--- src/rtl/register_file_pkg.sv ---
// Shared processor constants: register-file geometry and opcode encodings.
package register_file_pkg;

  localparam int unsigned RF_WIDTH    = 8;
  localparam int unsigned RF_DEPTH    = 8;
  localparam int unsigned RF_ADDR_W   = $clog2(RF_DEPTH);
  localparam int unsigned RF_ZERO_REG = 0;

  typedef enum logic [3:0] {
    OP_ADD   = 4'h0,
    OP_SUB   = 4'h1,
    OP_AND   = 4'h2,
    OP_OR    = 4'h3,
    OP_XOR   = 4'h4,
    OP_LOAD  = 4'h5,
    OP_STORE = 4'h6,
    OP_BEQ   = 4'h7
  } opcode_t;

endpackage

--- src/rtl/register_w.sv ---
// WIDTH-bit load-enabled register built from per-bit D flip-flops with async active-low clear.
module register_w #(
  parameter int unsigned WIDTH = 8
) (
  input  logic             clk,
  input  logic             rst_n,
  input  logic             load,
  input  logic [WIDTH-1:0] d,
  output logic [WIDTH-1:0] q
);

  for (genvar b = 0; b < WIDTH; b++) begin : g_bit
    logic q_bit;

    always_ff @(posedge clk or negedge rst_n) begin
      if (!rst_n) begin
        q_bit <= 1'b0;
      end else if (load) begin
        q_bit <= d[b];
      end
    end

    assign q[b] = q_bit;
  end

endmodule

--- src/rtl/register_file.sv ---
// Two-read/one-write register file with hardwired zero register.
// Define REGFILE_BYPASS_EN to forward same-cycle write data to the read ports.
module register_file
  import register_file_pkg::*;
#(
  parameter int unsigned WIDTH = RF_WIDTH,
  parameter int unsigned DEPTH = RF_DEPTH
) (
  input  logic                 CLK,
  input  logic                 RST_,
  input  logic                 WE,
  input  logic [RF_ADDR_W-1:0] WA,
  input  logic [WIDTH-1:0]     WD,
  input  logic [RF_ADDR_W-1:0] RA1,
  input  logic [RF_ADDR_W-1:0] RA2,
  output logic [WIDTH-1:0]     RD1,
  output logic [WIDTH-1:0]     RD2
);

  logic [WIDTH-1:0] regs [DEPTH];
  logic [WIDTH-1:0] rd1_sel;
  logic [WIDTH-1:0] rd2_sel;

  assign regs[RF_ZERO_REG] = '0;

  // Write-address decode: one load enable per physical register (index 0 has none).
  for (genvar i = 1; i < DEPTH; i++) begin : g_reg
    logic load;

    assign load = WE && (WA == RF_ADDR_W'(i));

    register_w #(
      .WIDTH(WIDTH)
    ) u_reg (
      .clk  (CLK),
      .rst_n(RST_),
      .load (load),
      .d    (WD),
      .q    (regs[i])
    );
  end

  always_comb begin
    rd1_sel = regs[RA1];
    rd2_sel = regs[RA2];
`ifdef REGFILE_BYPASS_EN
    if (WE && (WA != RF_ADDR_W'(RF_ZERO_REG)) && (RA1 == WA)) begin
      rd1_sel = WD;
    end
    if (WE && (WA != RF_ADDR_W'(RF_ZERO_REG)) && (RA2 == WA)) begin
      rd2_sel = WD;
    end
`endif
  end

  // Reset forces zero on both ports, including any bypassed write data.
  assign RD1 = RST_ ? rd1_sel : '0;
  assign RD2 = RST_ ? rd2_sel : '0;

endmodule

--- config.mk ---
export PLATFORM = sky130hd
export DESIGN_NAME = register_file
export DESIGN_NICKNAME = d
export VERILOG_FILES = /design/src/rtl/register_file_pkg.sv /design/src/rtl/register_w.sv /design/src/rtl/register_file.sv
export SDC_FILE = /design/constraint.sdc
export NUM_CORES = 1
export LEC_CHECK = 0
export CELL_PAD_IN_SITES_DETAIL_PLACEMENT = 1
export CELL_PAD_IN_SITES_GLOBAL_PLACEMENT = 2
export CORE_MARGIN = 5
export CORE_UTILIZATION = 37
export DETAILED_ROUTE_END_ITERATION = 10
export PLACE_DENSITY = 0.82
export RECOVER_POWER = 25
export SLEW_MARGIN = 25
export SYNTH_ARGS = -nofsm -noshare
export SYNTH_HDL_FRONTEND = slang
export SYNTH_HIERARCHICAL = 1
export SYNTH_SLANG_ARGS = --single-unit
--- constraint.sdc ---
create_clock -name CLK -period 2.21 [get_ports CLK]
set_input_delay 0.663 -clock CLK [delete_from_list [all_inputs] [get_ports CLK]]
set_output_delay 0.663 -clock CLK [all_outputs]
set_load 0.02 [all_outputs]
### Yosys cells after proc, flatten, opt, wreduce, memory -nomap -nowiden

Cells that the tools add are included.

* bits in registers: 56
* output and inout bits: 16
* word-level logic and storage cells: 82

* $lt $le $gt $ge: 2
* equality and inequality tests: 7
* multiplexer cells: 8
* bitwise operators: 2
* reduce and logical (&&, ||, !) cells: 7

Operator list (number)
* $bmux 8 s3: 2
* $mux 8: 6
* $eq 3x3->1 const B: 4
* $ge 4x4->1 const B: 2
* $not 3->4: 2
* $logic_and 1x1->1: 7
* $eq 3x2->1 const B: 2
* $eq 3x1->1 const B: 1

### Longest topological paths before layout

Gate-level depths: netlist (run 1).

* depth in word-level cells: 5
* gate-level depth with buffers: 5

### By module

Netlist (run 1), hierarchy kept.

Modules (own cells, without submodules)
* register_w: instances 7, cells each 25, area each 391.6 µm²
* register_file: instances 1, cells each 107, area each 1028.5 µm²

### Worst setup path after synthesis (run 1)

Ideal clock, no wire load.

* path kind: input to output
* start: in RA2[1]
* end: out RD2[6]
* data arrival time: 1.659 ns
* required time: 1.547 ns
* setup slack: -0.112 ns
* stages: 5
* buffers on the path: 2
* path through: buf_2 buf_4 mux2_2 nand2_1 a31oi_1

* longest elaborated chain between the ends: 5

Ends and longest elaborated chain
* from (decl): RTL line register_file.sv:15 `input logic [RF_ADDR_W-1:0] RA2,`
* $not 3->4 (not written as such): RTL line register_file.sv:45 `rd2_sel = regs[RA2];`
* $bmux 8 s3: RTL line register_file.sv:45
* $mux 8 (not written as such) (2 in series): RTL line register_file.sv:45
* $mux 8: RTL line register_file.sv:58 `assign RD2 = RST_ ? rd2_sel : '0;`
* to (decl): RTL line register_file.sv:17 `output logic [WIDTH-1:0] RD2`

Every way passes these cells. The select of a mux whose other input is x is not followed.

### Worst setup path after layout (run 1)

* start: in RA1[0]
* end: out RD1[0]

* longest elaborated chain between the ends: 5

Ends and longest elaborated chain
* from (decl): RTL line register_file.sv:14 `input logic [RF_ADDR_W-1:0] RA1,`
* $not 3->4 (not written as such): RTL line register_file.sv:44 `rd1_sel = regs[RA1];`
* $bmux 8 s3: RTL line register_file.sv:44
* $mux 8 (not written as such) (2 in series): RTL line register_file.sv:44
* $mux 8: RTL line register_file.sv:57 `assign RD1 = RST_ ? rd1_sel : '0;`
* to (decl): RTL line register_file.sv:16 `output logic [WIDTH-1:0] RD1,`

Every way passes these cells. The select of a mux whose other input is x is not followed.

==> impl_results.html, run 1 <==
<table>
<tr><th>Metric</th><th>Value</th></tr>
<tr><th colspan="2">STA</th></tr>
<tr><td>Remaining max-slew budget at the tightest pin</td><td>65.92%</td></tr>
<tr><td>Pins over their slew limit</td><td>0</td></tr>
<tr><td>Clock Skew</td><td>0 ns</td></tr>
<tr><td>RSZ-0062 raised after global routing</td><td>true</td></tr>
<tr><td>Final cycle utilization of the critical path</td><td>112.9%</td></tr>
<tr><td>Fin worst setup slack</td><td>-0.2853 ns</td></tr>
<tr><td>Minimum clock period after layout</td><td>2.495 ns</td></tr>
<tr><td>Slew at the pin with the worst max-slew slack</td><td>0.5111 ns</td></tr>
<tr><td>Setup-violating endpoint count in the final report</td><td>16</td></tr>
<tr><td>Final Hold Slack</td><td>0.3075 ns</td></tr>
<tr><td>Highest clock rate</td><td>400.8 MHz</td></tr>
<tr><td>Sum Neg Setup Slack</td><td>-3.583 ns</td></tr>
<tr><td>Number of hold-slack violations in the final timing report</td><td>0</td></tr>
<tr><th colspan="2">Route</th></tr>
<tr><td>Detail Route Antenna Nets</td><td>0</td></tr>
<tr><td>Via count</td><td>2405</td></tr>
<tr><td>WL per Instance</td><td>22.05 um</td></tr>
<tr><td>Via/cell ratio</td><td>5.150</td></tr>
<tr><td>First DRT Iteration DRCs</td><td>68</td></tr>
<tr><td>First-pass DRT Iterations</td><td>4</td></tr>
<tr><td>Final routed wirelength across all metal layers</td><td>10300 um</td></tr>
<tr><td>Remaining DRCs</td><td>0</td></tr>
<tr><th colspan="2">Critical path</th></tr>
<tr><td>Crit Reg-Reg Endpoint</td><td>g_reg[4].u_reg/g_bit[7].q_bit</td></tr>
<tr><td>Type of destination of the critical path</td><td>output pin</td></tr>
<tr><td>Classification of the worst setup path</td><td>in -&gt; out</td></tr>
<tr><td>R2r startpoint</td><td>g_reg[4].u_reg/g_bit[7].q_bit</td></tr>
<tr><td>CP Max Fanout</td><td>7</td></tr>
<tr><td>Register-to-register path setup slack</td><td>1.27 ns</td></tr>
<tr><td>Signal arrival time at the worst endpoint</td><td>1.83 ns</td></tr>
<tr><td>Number of cells traversed by the worst register-to-register path</td><td>2</td></tr>
<tr><td>Data required time of the worst path</td><td>1.55 ns</td></tr>
<tr><td>Type of element launching the critical path</td><td>input port</td></tr>
<tr><th colspan="2">Final layout</th></tr>
<tr><td>Registers with the highest flip-flop counts</td><td>g.u_reg/g_bit.q_bit: 56 flops</td></tr>
<tr><td>Top register by number of flip-flops</td><td>g.u_reg/g_bit.q_bit</td></tr>
<tr><td>Post-route design area</td><td>4796 um2</td></tr>
<tr><td>Fraction of final layout cells sized beyond drive strength 1</td><td>69.76%</td></tr>
<tr><td>Final nets</td><td>353</td></tr>
<tr><td>Diodes inserted</td><td>0</td></tr>
<tr><td>Relative area change from synthesis to final layout</td><td>27.22%</td></tr>
<tr><td>Number of flip-flops in the largest register</td><td>56</td></tr>
<tr><th colspan="2">Synth</th></tr>
<tr><td>Number of different library cells in the post-synthesis netlist</td><td>25</td></tr>
<tr><td>Total of flip-flops plus latches after synthesis</td><td>56</td></tr>
<tr><td>Cell count after synthesis</td><td>282</td></tr>
<tr><td>Post-synthesis sequential area ratio</td><td>37.17%</td></tr>
<tr><td>Post-synthesis area per instance</td><td>13.37 um2</td></tr>
<tr><td>Post-synthesis instance area</td><td>3770 um2</td></tr>
<tr><td>Cells taking the most area after synthesis</td><td>sky130_fd_sc_hd__dfrtp_1, sky130_fd_sc_hd__mux2_4, sky130_fd_sc_hd__buf_4</td></tr>
<tr><td>Yosys Warn Count</td><td>6</td></tr>
<tr><td>Share of the synthesized area in the top cell type</td><td>37.17%</td></tr>
<tr><td>Nets in the synthesized netlist</td><td>302</td></tr>
<tr><td>Most area-hungry cell type in the Yosys netlist</td><td>sky130_fd_sc_hd__dfrtp_1</td></tr>
<tr><th colspan="2">Floorplanning</th></tr>
<tr><td>Full die area</td><td>12310 um2</td></tr>
<tr><td>Standard-cell row count</td><td>36</td></tr>
<tr><td>Boundary Pins</td><td>36</td></tr>
<tr><td>Vertical die dimension</td><td>110.9 um</td></tr>
<tr><td>Width of the chip</td><td>110.9 um</td></tr>
<tr><td>Starting density of the core</td><td>38.22%</td></tr>
<tr><td>Core box area</td><td>9864 um2</td></tr>
<tr><th colspan="2">Placement</th></tr>
<tr><td>Post-placement setup slack</td><td>-1.233 ns</td></tr>
<tr><td>Detailed placer's ending HPWL</td><td>7118 um</td></tr>
<tr><td>Final weighted congestion in routability-driven placement</td><td>0.8272</td></tr>
<tr><td>Total of buffers placed on input and output ports</td><td>35</td></tr>
<tr><td>Cell area after placement</td><td>4380 um2</td></tr>
<tr><th colspan="2">Power</th></tr>
<tr><td>Leakage component of the power</td><td>0.002109 uW</td></tr>
<tr><td>IR Drop Worst-Case VDD</td><td>0.0003751 V</td></tr>
<tr><td>Power density over the cells</td><td>724.2 nW/um2</td></tr>
<tr><th colspan="2">Clocking</th></tr>
<tr><td>CTS H-Tree Depth</td><td>2</td></tr>
<tr><td>Total number of clock tree sinks</td><td>56</td></tr>
<tr><td>Clock-pin transition on the worst setup and hold timing paths</td><td>0.11 ns</td></tr>
<tr><td>Number of buffers inserted during clock tree synthesis</td><td>5</td></tr>
<tr><td>CTS Hold Buffers Added</td><td>0</td></tr>
<tr><td>Bufs on Longest Clock Path</td><td>2</td></tr>
<tr><td>Clock tree root buffer cell</td><td>sky130_fd_sc_hd__clkbuf_8</td></tr>
<tr><td>TritonCTS clock tree</td><td>done</td></tr>
<tr><td>Clock network latency to the later pin of the worst-skew pair</td><td>0.32 ns</td></tr>
<tr><th colspan="2">Status</th></tr>
<tr><td>Violations in the final reports</td><td>setup timing</td></tr>
<tr><td>Status</td><td>finished, violations left</td></tr>
<tr><th colspan="2">GRT</th></tr>
<tr><td>Maximum number of pins on one net before global-route repair</td><td>22</td></tr>
<tr><td>Leftover overflow at the end of global routing</td><td>0</td></tr>
<tr><td>Overall routing resource usage</td><td>17.04%</td></tr>
<tr><td>Vias in the first global route</td><td>2844</td></tr>
<tr><td>Number of antenna violations at the first check in global routing</td><td>0</td></tr>
<tr><td>Wire length of the first global-routing pass</td><td>16390 um</td></tr>
<tr><th colspan="2">Flow run</th></tr>
<tr><td>Number of violations of the max-capacitance limit</td><td>0</td></tr>
<tr><th colspan="2">Hold path</th></tr>
<tr><td>Path class of the lowest-slack min-delay path</td><td>in -&gt; async</td></tr>
</table>
[power by group]
group	internal, uW	switching [uW]	total, uW
clock	342	366	709
sequential	1250	213	1460
combinational	851	450	1300
total	2440	1030	3470
[cell families after synthesis]
group / count (synthesis) / synth area share (%)
multiplexers: 88 / 37.14
buffers and inverters: 77 / 16.20
flip-flops: 56 / 37.17
AO/OA/AOI/OAI: 32 / 6.107
AND/OR/NAND/NOR: 29 / 3.386
[through the flow]
stage	cells	util, %	total power (uW)
2_1_floorplan	282	-	2412
3_3_place_gp	449	44.41	2577
3_5_place_dp	449	44.41	2642
4_1_cts	468	48.38	3451
5_1_grt	467	48.62	3644
6_report	467	48.62	3473
[critical path, stage by stage]
cell and delay [ns]:
sky130_fd_sc_hd__buf_12 0.08, sky130_fd_sc_hd__buf_12 0.14, sky130_fd_sc_hd__mux4_2 0.53, sky130_fd_sc_hd__o21ai_1 0.19, sky130_fd_sc_hd__nor2_1 0.06, sky130_fd_sc_hd__buf_2 0.16
[synthesized netlist by cell type]
master	instances
sky130_fd_sc_hd__a221o_1	2
sky130_fd_sc_hd__a221oi_1	13
sky130_fd_sc_hd__a31oi_1	1
sky130_fd_sc_hd__and2b_1	1
sky130_fd_sc_hd__buf_1	2
sky130_fd_sc_hd__buf_2	2
sky130_fd_sc_hd__buf_4	57
sky130_fd_sc_hd__buf_6	11
sky130_fd_sc_hd__buf_8	2
sky130_fd_sc_hd__clkbuf_1	1
sky130_fd_sc_hd__dfrtp_1	56
sky130_fd_sc_hd__inv_1	2
sky130_fd_sc_hd__mux2_2	16
sky130_fd_sc_hd__mux2_4	56
sky130_fd_sc_hd__mux4_1	5
sky130_fd_sc_hd__mux4_2	11
sky130_fd_sc_hd__nand2_1	3
sky130_fd_sc_hd__nand2b_1	3
sky130_fd_sc_hd__nand3b_1	1
sky130_fd_sc_hd__nor2_1	19
sky130_fd_sc_hd__nor2b_1	1
sky130_fd_sc_hd__nor3_1	1
sky130_fd_sc_hd__o211a_1	2
sky130_fd_sc_hd__o21ai_0	11
sky130_fd_sc_hd__o21ai_1	3
[worst max-delay path by stage]
stage / from / slack (ns) / to
after floorplan: RA1[1] / -0.06 / RD1[2]
after global placement: RA2[0] / -1.17 / RD2[4]
after detailed placement: RA1[0] / -1.23 / RD1[7]
after CTS: RA1[0] / -0.28 / RD1[7]
after global routing: RA1[0] / -0.31 / RD1[1]
final: RA1[0] / -0.29 / RD1[0]
[cell usage in the layout, fill, tap and decap left out, drive strengths merged]
cell type      instances
a221o                  2
a221oi                13
a31oi                  1
and2b                  1
buf                   98
bufinv                 1
clkbuf                12
clkdlybuf4s50         12
clkinvlp               1
dfrtp                 56
dlygate4sd2            2
inv                    3
mux2                  72
mux4                  16
nand2                  3
nand2b                 3
nand3b                 1
nor2                  19
nor2b                  1
nor3                   1
o211a                  2
o21ai                 14
[area by class of cell]
class | count | area (um2)
Inverter | 2 | 7.507
Clock inverter | 3 | 46.29
Timing Repair Buffer | 119 | 1171
Tap cell | 133 | 166.4
Sequential cell | 56 | 1401
Clock buffer | 5 | 68.82
Multi-Input combinational cell | 149 | 1934
Fill cell | 995 | 5069
[timing repair]
item,4_1_cts,5_1_grt
gates resized for setup,157,20
pin swaps,18,15
setup endpoints to repair,16,16
setup buffers,9,0
cloned,3,0
[metal layers]
metal | GRT usage (%) | vias to the layer above | wire length [um]
met5 | 0 | - | 0
met4 | 4.926 | 0 | 196
met3 | 2.838 | 14 | 273
met2 | 29.81 | 45 | 5384
met1 | 21.59 | 1278 | 4444
li1 | - | 1068 | -
Power figures use the tool's default switching activity.
==> run 2: changes to the inputs <==
--- a/config.mk
+++ b/config.mk
@@ -7,13 +7,11 @@
 export LEC_CHECK = 0
 export CELL_PAD_IN_SITES_DETAIL_PLACEMENT = 1
 export CELL_PAD_IN_SITES_GLOBAL_PLACEMENT = 2
-export CORE_MARGIN = 5
-export CORE_UTILIZATION = 37
+export CORE_UTILIZATION = 36
 export DETAILED_ROUTE_END_ITERATION = 10
-export PLACE_DENSITY = 0.82
+export PLACE_DENSITY = 0.81
 export RECOVER_POWER = 25
 export SLEW_MARGIN = 25
 export SYNTH_ARGS = -nofsm -noshare
 export SYNTH_HDL_FRONTEND = slang
-export SYNTH_HIERARCHICAL = 1
 export SYNTH_SLANG_ARGS = --single-unit
==> impl_results.html, run 2 <==
<table>
<tr><th>Metric</th><th>Value</th></tr>
<tr><th colspan="2">Clocking</th></tr>
<tr><td>Total number of clock tree sinks</td><td>56</td></tr>
<tr><td>Clock tree root buffer cell</td><td>sky130_fd_sc_hd__clkbuf_8</td></tr>
<tr><td>CTS H-Tree Depth</td><td>2</td></tr>
<tr><td>CTS Hold Buffers Added</td><td>0</td></tr>
<tr><td>Number of buffers inserted during clock tree synthesis</td><td>5</td></tr>
<tr><td>Clock network latency to the later pin of the worst-skew pair</td><td>0.31 ns</td></tr>
<tr><td>Bufs on Longest Clock Path</td><td>2</td></tr>
<tr><td>Clock-pin transition on the worst setup and hold timing paths</td><td>0.10 ns</td></tr>
<tr><td>TritonCTS clock tree</td><td>done</td></tr>
<tr><th colspan="2">Floorplanning</th></tr>
<tr><td>Core box area</td><td>8299 um2</td></tr>
<tr><td>Full die area</td><td>9052 um2</td></tr>
<tr><td>Starting density of the core</td><td>37.63%</td></tr>
<tr><td>Width of the chip</td><td>95.14 um</td></tr>
<tr><td>Boundary Pins</td><td>36</td></tr>
<tr><td>Standard-cell row count</td><td>33</td></tr>
<tr><td>Vertical die dimension</td><td>95.14 um</td></tr>
<tr><th colspan="2">Final layout</th></tr>
<tr><td>Commonest cells after routing, fill and taps aside</td><td>sky130_fd_sc_hd__mux2_2, sky130_fd_sc_hd__dfrtp_1, sky130_fd_sc_hd__buf_4</td></tr>
<tr><td>Relative area change from synthesis to final layout</td><td>42.15%</td></tr>
<tr><td>Registers with the highest flip-flop counts</td><td>g.u_reg.g_bit.q_bit: 56 flops</td></tr>
<tr><td>Diodes inserted</td><td>0</td></tr>
<tr><td>Top register by number of flip-flops</td><td>g.u_reg.g_bit.q_bit</td></tr>
<tr><td>Post-route core utilization</td><td>53.49%</td></tr>
<tr><td>Count of filler cells inserted in the layout</td><td>818</td></tr>
<tr><td>Leading cell type in the layout, fill and taps excluded</td><td>sky130_fd_sc_hd__mux2_2</td></tr>
<tr><td>Fraction of final layout cells sized beyond drive strength 1</td><td>69.48%</td></tr>
<tr><td>Number of flip-flops in the largest register</td><td>56</td></tr>
<tr><td>Post-route non-filler standard cell count</td><td>413</td></tr>
<tr><td>Final nets</td><td>328</td></tr>
<tr><th colspan="2">Route</th></tr>
<tr><td>Via count</td><td>2387</td></tr>
<tr><td>Remaining DRCs</td><td>0</td></tr>
<tr><td>Via/cell ratio</td><td>5.780</td></tr>
<tr><td>WL per Instance</td><td>23.48 um</td></tr>
<tr><td>Detail Route Antenna Nets</td><td>0</td></tr>
<tr><td>First-pass DRT Iterations</td><td>4</td></tr>
<tr><td>Final routed wirelength across all metal layers</td><td>9697 um</td></tr>
<tr><td>First DRT Iteration DRCs</td><td>97</td></tr>
<tr><th colspan="2">Synth</th></tr>
<tr><td>Post-synth EDFFs</td><td>0</td></tr>
<tr><td>Cells taking the most area after synthesis</td><td>sky130_fd_sc_hd__dfrtp_1, sky130_fd_sc_hd__mux2_2, sky130_fd_sc_hd__mux4_2</td></tr>
<tr><td>Cell count after synthesis</td><td>222</td></tr>
<tr><td>Most area-hungry cell type in the Yosys netlist</td><td>sky130_fd_sc_hd__dfrtp_1</td></tr>
<tr><td>Total of flip-flops plus latches after synthesis</td><td>56</td></tr>
<tr><td>Yosys Warn Count</td><td>0</td></tr>
<tr><td>Leading post-synthesis cells by instance count</td><td>sky130_fd_sc_hd__mux2_2, sky130_fd_sc_hd__dfrtp_1, sky130_fd_sc_hd__o21ai_0</td></tr>
<tr><td>Share of the synthesized area in the top cell type</td><td>44.87%</td></tr>
<tr><td>Nets in the synthesized netlist</td><td>242</td></tr>
<tr><td>Post-synthesis sequential area ratio</td><td>44.87%</td></tr>
<tr><td>Number of different library cells in the post-synthesis netlist</td><td>27</td></tr>
<tr><td>Share of flip-flops with an asynchronous set or reset</td><td>100.0%</td></tr>
<tr><td>Post-synthesis area per instance</td><td>14.07 um2</td></tr>
<tr><td>Top_reg_cell synth</td><td>sky130_fd_sc_hd__dfrtp_1</td></tr>
<tr><td>Post-synthesis instance area</td><td>3123 um2</td></tr>
<tr><td>Most frequently used cell type in the post-synthesis netlist</td><td>sky130_fd_sc_hd__mux2_2</td></tr>
<tr><th colspan="2">Power</th></tr>
<tr><td>Leakage component of the power</td><td>0.001878 uW</td></tr>
<tr><td>IR Drop Worst-Case VDD</td><td>0.0002836 V</td></tr>
<tr><td>Power density over the cells</td><td>696.2 nW/um2</td></tr>
<tr><th colspan="2">Critical path</th></tr>
<tr><td>Delay of the slowest critical-path stage</td><td>0.34 ns</td></tr>
<tr><td>Signal arrival time at the worst endpoint</td><td>1.83 ns</td></tr>
<tr><td>Cells along the critical path</td><td>buf_8 -&gt; buf_6 -&gt; mux2_4 -&gt; a221o_1 -&gt; o211a_1 -&gt; buf_6</td></tr>
<tr><td>CP Max Fanout</td><td>3</td></tr>
<tr><td>Type of destination of the critical path</td><td>output pin</td></tr>
<tr><td>Data required time of the worst path</td><td>1.55 ns</td></tr>
<tr><td>Type of element launching the critical path</td><td>input port</td></tr>
<tr><td>R2r startpoint</td><td>g_reg[1].u_reg.g_bit[3].q_bit</td></tr>
<tr><td>Most used cell along the critical path</td><td>sky130_fd_sc_hd__buf_6</td></tr>
<tr><td>Cell with the largest stage delay on the worst path</td><td>sky130_fd_sc_hd__a221o_1</td></tr>
<tr><td>Classification of the worst setup path</td><td>in -&gt; out</td></tr>
<tr><td>Beginning of the critical path</td><td>RA1[1]</td></tr>
<tr><td>Number of cells traversed by the worst register-to-register path</td><td>2</td></tr>
<tr><td>Crit Reg-Reg Endpoint</td><td>g_reg[1].u_reg.g_bit[3].q_bit</td></tr>
<tr><td>Register-to-register path setup slack</td><td>1.32 ns</td></tr>
<tr><th colspan="2">Placement</th></tr>
<tr><td>Post-Place Cells</td><td>392</td></tr>
<tr><td>Total of buffers placed on input and output ports</td><td>35</td></tr>
<tr><td>Detailed placer's ending HPWL</td><td>6368 um</td></tr>
<tr><td>Final weighted congestion in routability-driven placement</td><td>0.7816</td></tr>
<tr><th colspan="2">STA</th></tr>
<tr><td>Setup-violating endpoint count in the final report</td><td>16</td></tr>
<tr><td>Fin worst setup slack</td><td>-0.2812 ns</td></tr>
<tr><td>Minimum clock period after layout</td><td>2.491 ns</td></tr>
<tr><td>Highest clock rate</td><td>401.4 MHz</td></tr>
<tr><td>Remaining max-slew budget at the tightest pin</td><td>68.97%</td></tr>
<tr><td>Clock Skew</td><td>0 ns</td></tr>
<tr><td>Slew at the pin with the worst max-slew slack</td><td>0.4637 ns</td></tr>
<tr><td>RSZ-0062 raised after global routing</td><td>true</td></tr>
<tr><td>Number of hold-slack violations in the final timing report</td><td>0</td></tr>
<tr><td>Final cycle utilization of the critical path</td><td>112.7%</td></tr>
<tr><td>Pins over their slew limit</td><td>0</td></tr>
<tr><th colspan="2">GRT</th></tr>
<tr><td>Vias in the first global route</td><td>2612</td></tr>
<tr><td>Number of antenna violations at the first check in global routing</td><td>0</td></tr>
<tr><td>Overall routing resource usage</td><td>23.52%</td></tr>
<tr><td>Leftover overflow at the end of global routing</td><td>0</td></tr>
<tr><td>Maximum number of pins on one net before global-route repair</td><td>20</td></tr>
<tr><td>Wire length of the first global-routing pass</td><td>15290 um</td></tr>
<tr><th colspan="2">Status</th></tr>
<tr><td>Violations in the final reports</td><td>setup timing</td></tr>
<tr><td>Status</td><td>finished, violations left</td></tr>
<tr><th colspan="2">Hold path</th></tr>
<tr><td>Path class of the lowest-slack min-delay path</td><td>in -&gt; async</td></tr>
<tr><th colspan="2">Flow run</th></tr>
<tr><td>Number of violations of the max-capacitance limit</td><td>0</td></tr>
</table>
==> run 2: how the worst max path moves through the flow <==
| stage | to | slack, ns | depth (start not counted) |
|---|---|---|---|
| floorplan | RD1[3] | -0.03 | 4 |
| global placement | RD1[2] | -1.18 | 6 |
| detailed placement | RD1[1] | -1.17 | 6 |
| CTS | RD1[6] | -0.26 | 5 |
| global route | RD1[6] | -0.31 | 6 |
| finish | RD1[6] | -0.28 | 6 |
==> run 2: critical path, delay by kind of cell <==
family	cells	cell delay [ns]
compound gates	2	0.51
buf+inv	3	0.35
mux	1	0.31
==> run 2: what timing repair did <==
action	in CTS	in global routing
buffers inserted	11	1
gates cloned	3	0
setup endpoints to repair	16	16
pin swaps	17	11
gates resized for setup	153	17
==> run 2: metal layers <==
layer / wire, um / up-vias / GRT usage (%)
met4: 299 / 0 / 10.35
met1: 4037 / 1254 / 30.39
met5: 0 / - / 0
met2: 5060 / 62 / 38.93
met3: 299 / 23 / 3.668
li1: - / 1048 / -
==> run 2: logic make-up after synthesis <==
kind of cell	share of synthesized area, %
mux	38.34
flops	44.87
compound gates	7.091
simple gates	5.930
buf+inv	3.766
==> run 2: cell type report <==
class | count | area, um2 | area share (%)
multi-input combinational | 147 | 1836 | 41.35
sequential | 56 | 1401 | 31.57
timing repair buffer | 96 | 967.2 | 21.79
tap | 105 | 131.4 | 2.959
clock buffer | 7 | 96.34 | 2.170
inverter | 2 | 7.507 | 0.1691
==> run 2: report_power, final <==
| part | internal (uW) | switching, uW | leakage [uW] |
|---|---|---|---|
| sequential | 1250 | 190 | 0.000672 |
| combinational | 615 | 424 | 0.00116 |
| clock | 280 | 331 | 0.0000503 |
| total | 2150 | 945 | 0.00188 |
==> run 2: stage by stage <==
stage	TNS (ns)	total power, uW	cell area [um2]	setup WS (ns)	hold slack, ns
final	-3.500	3090	4439	-0.2812	0.4013
after global routing	-4.025	3243	4439	-0.3083	0.4144
after CTS	-3.538	3063	4395	-0.2592	0.3207
after detailed placement	-20.74	2350	4029	-1.172	0.5152
after global placement	-19.67	2302	4029	-1.175	0.5002
after floorplan	-0.1056	1985	3234	-0.03403	0.3674
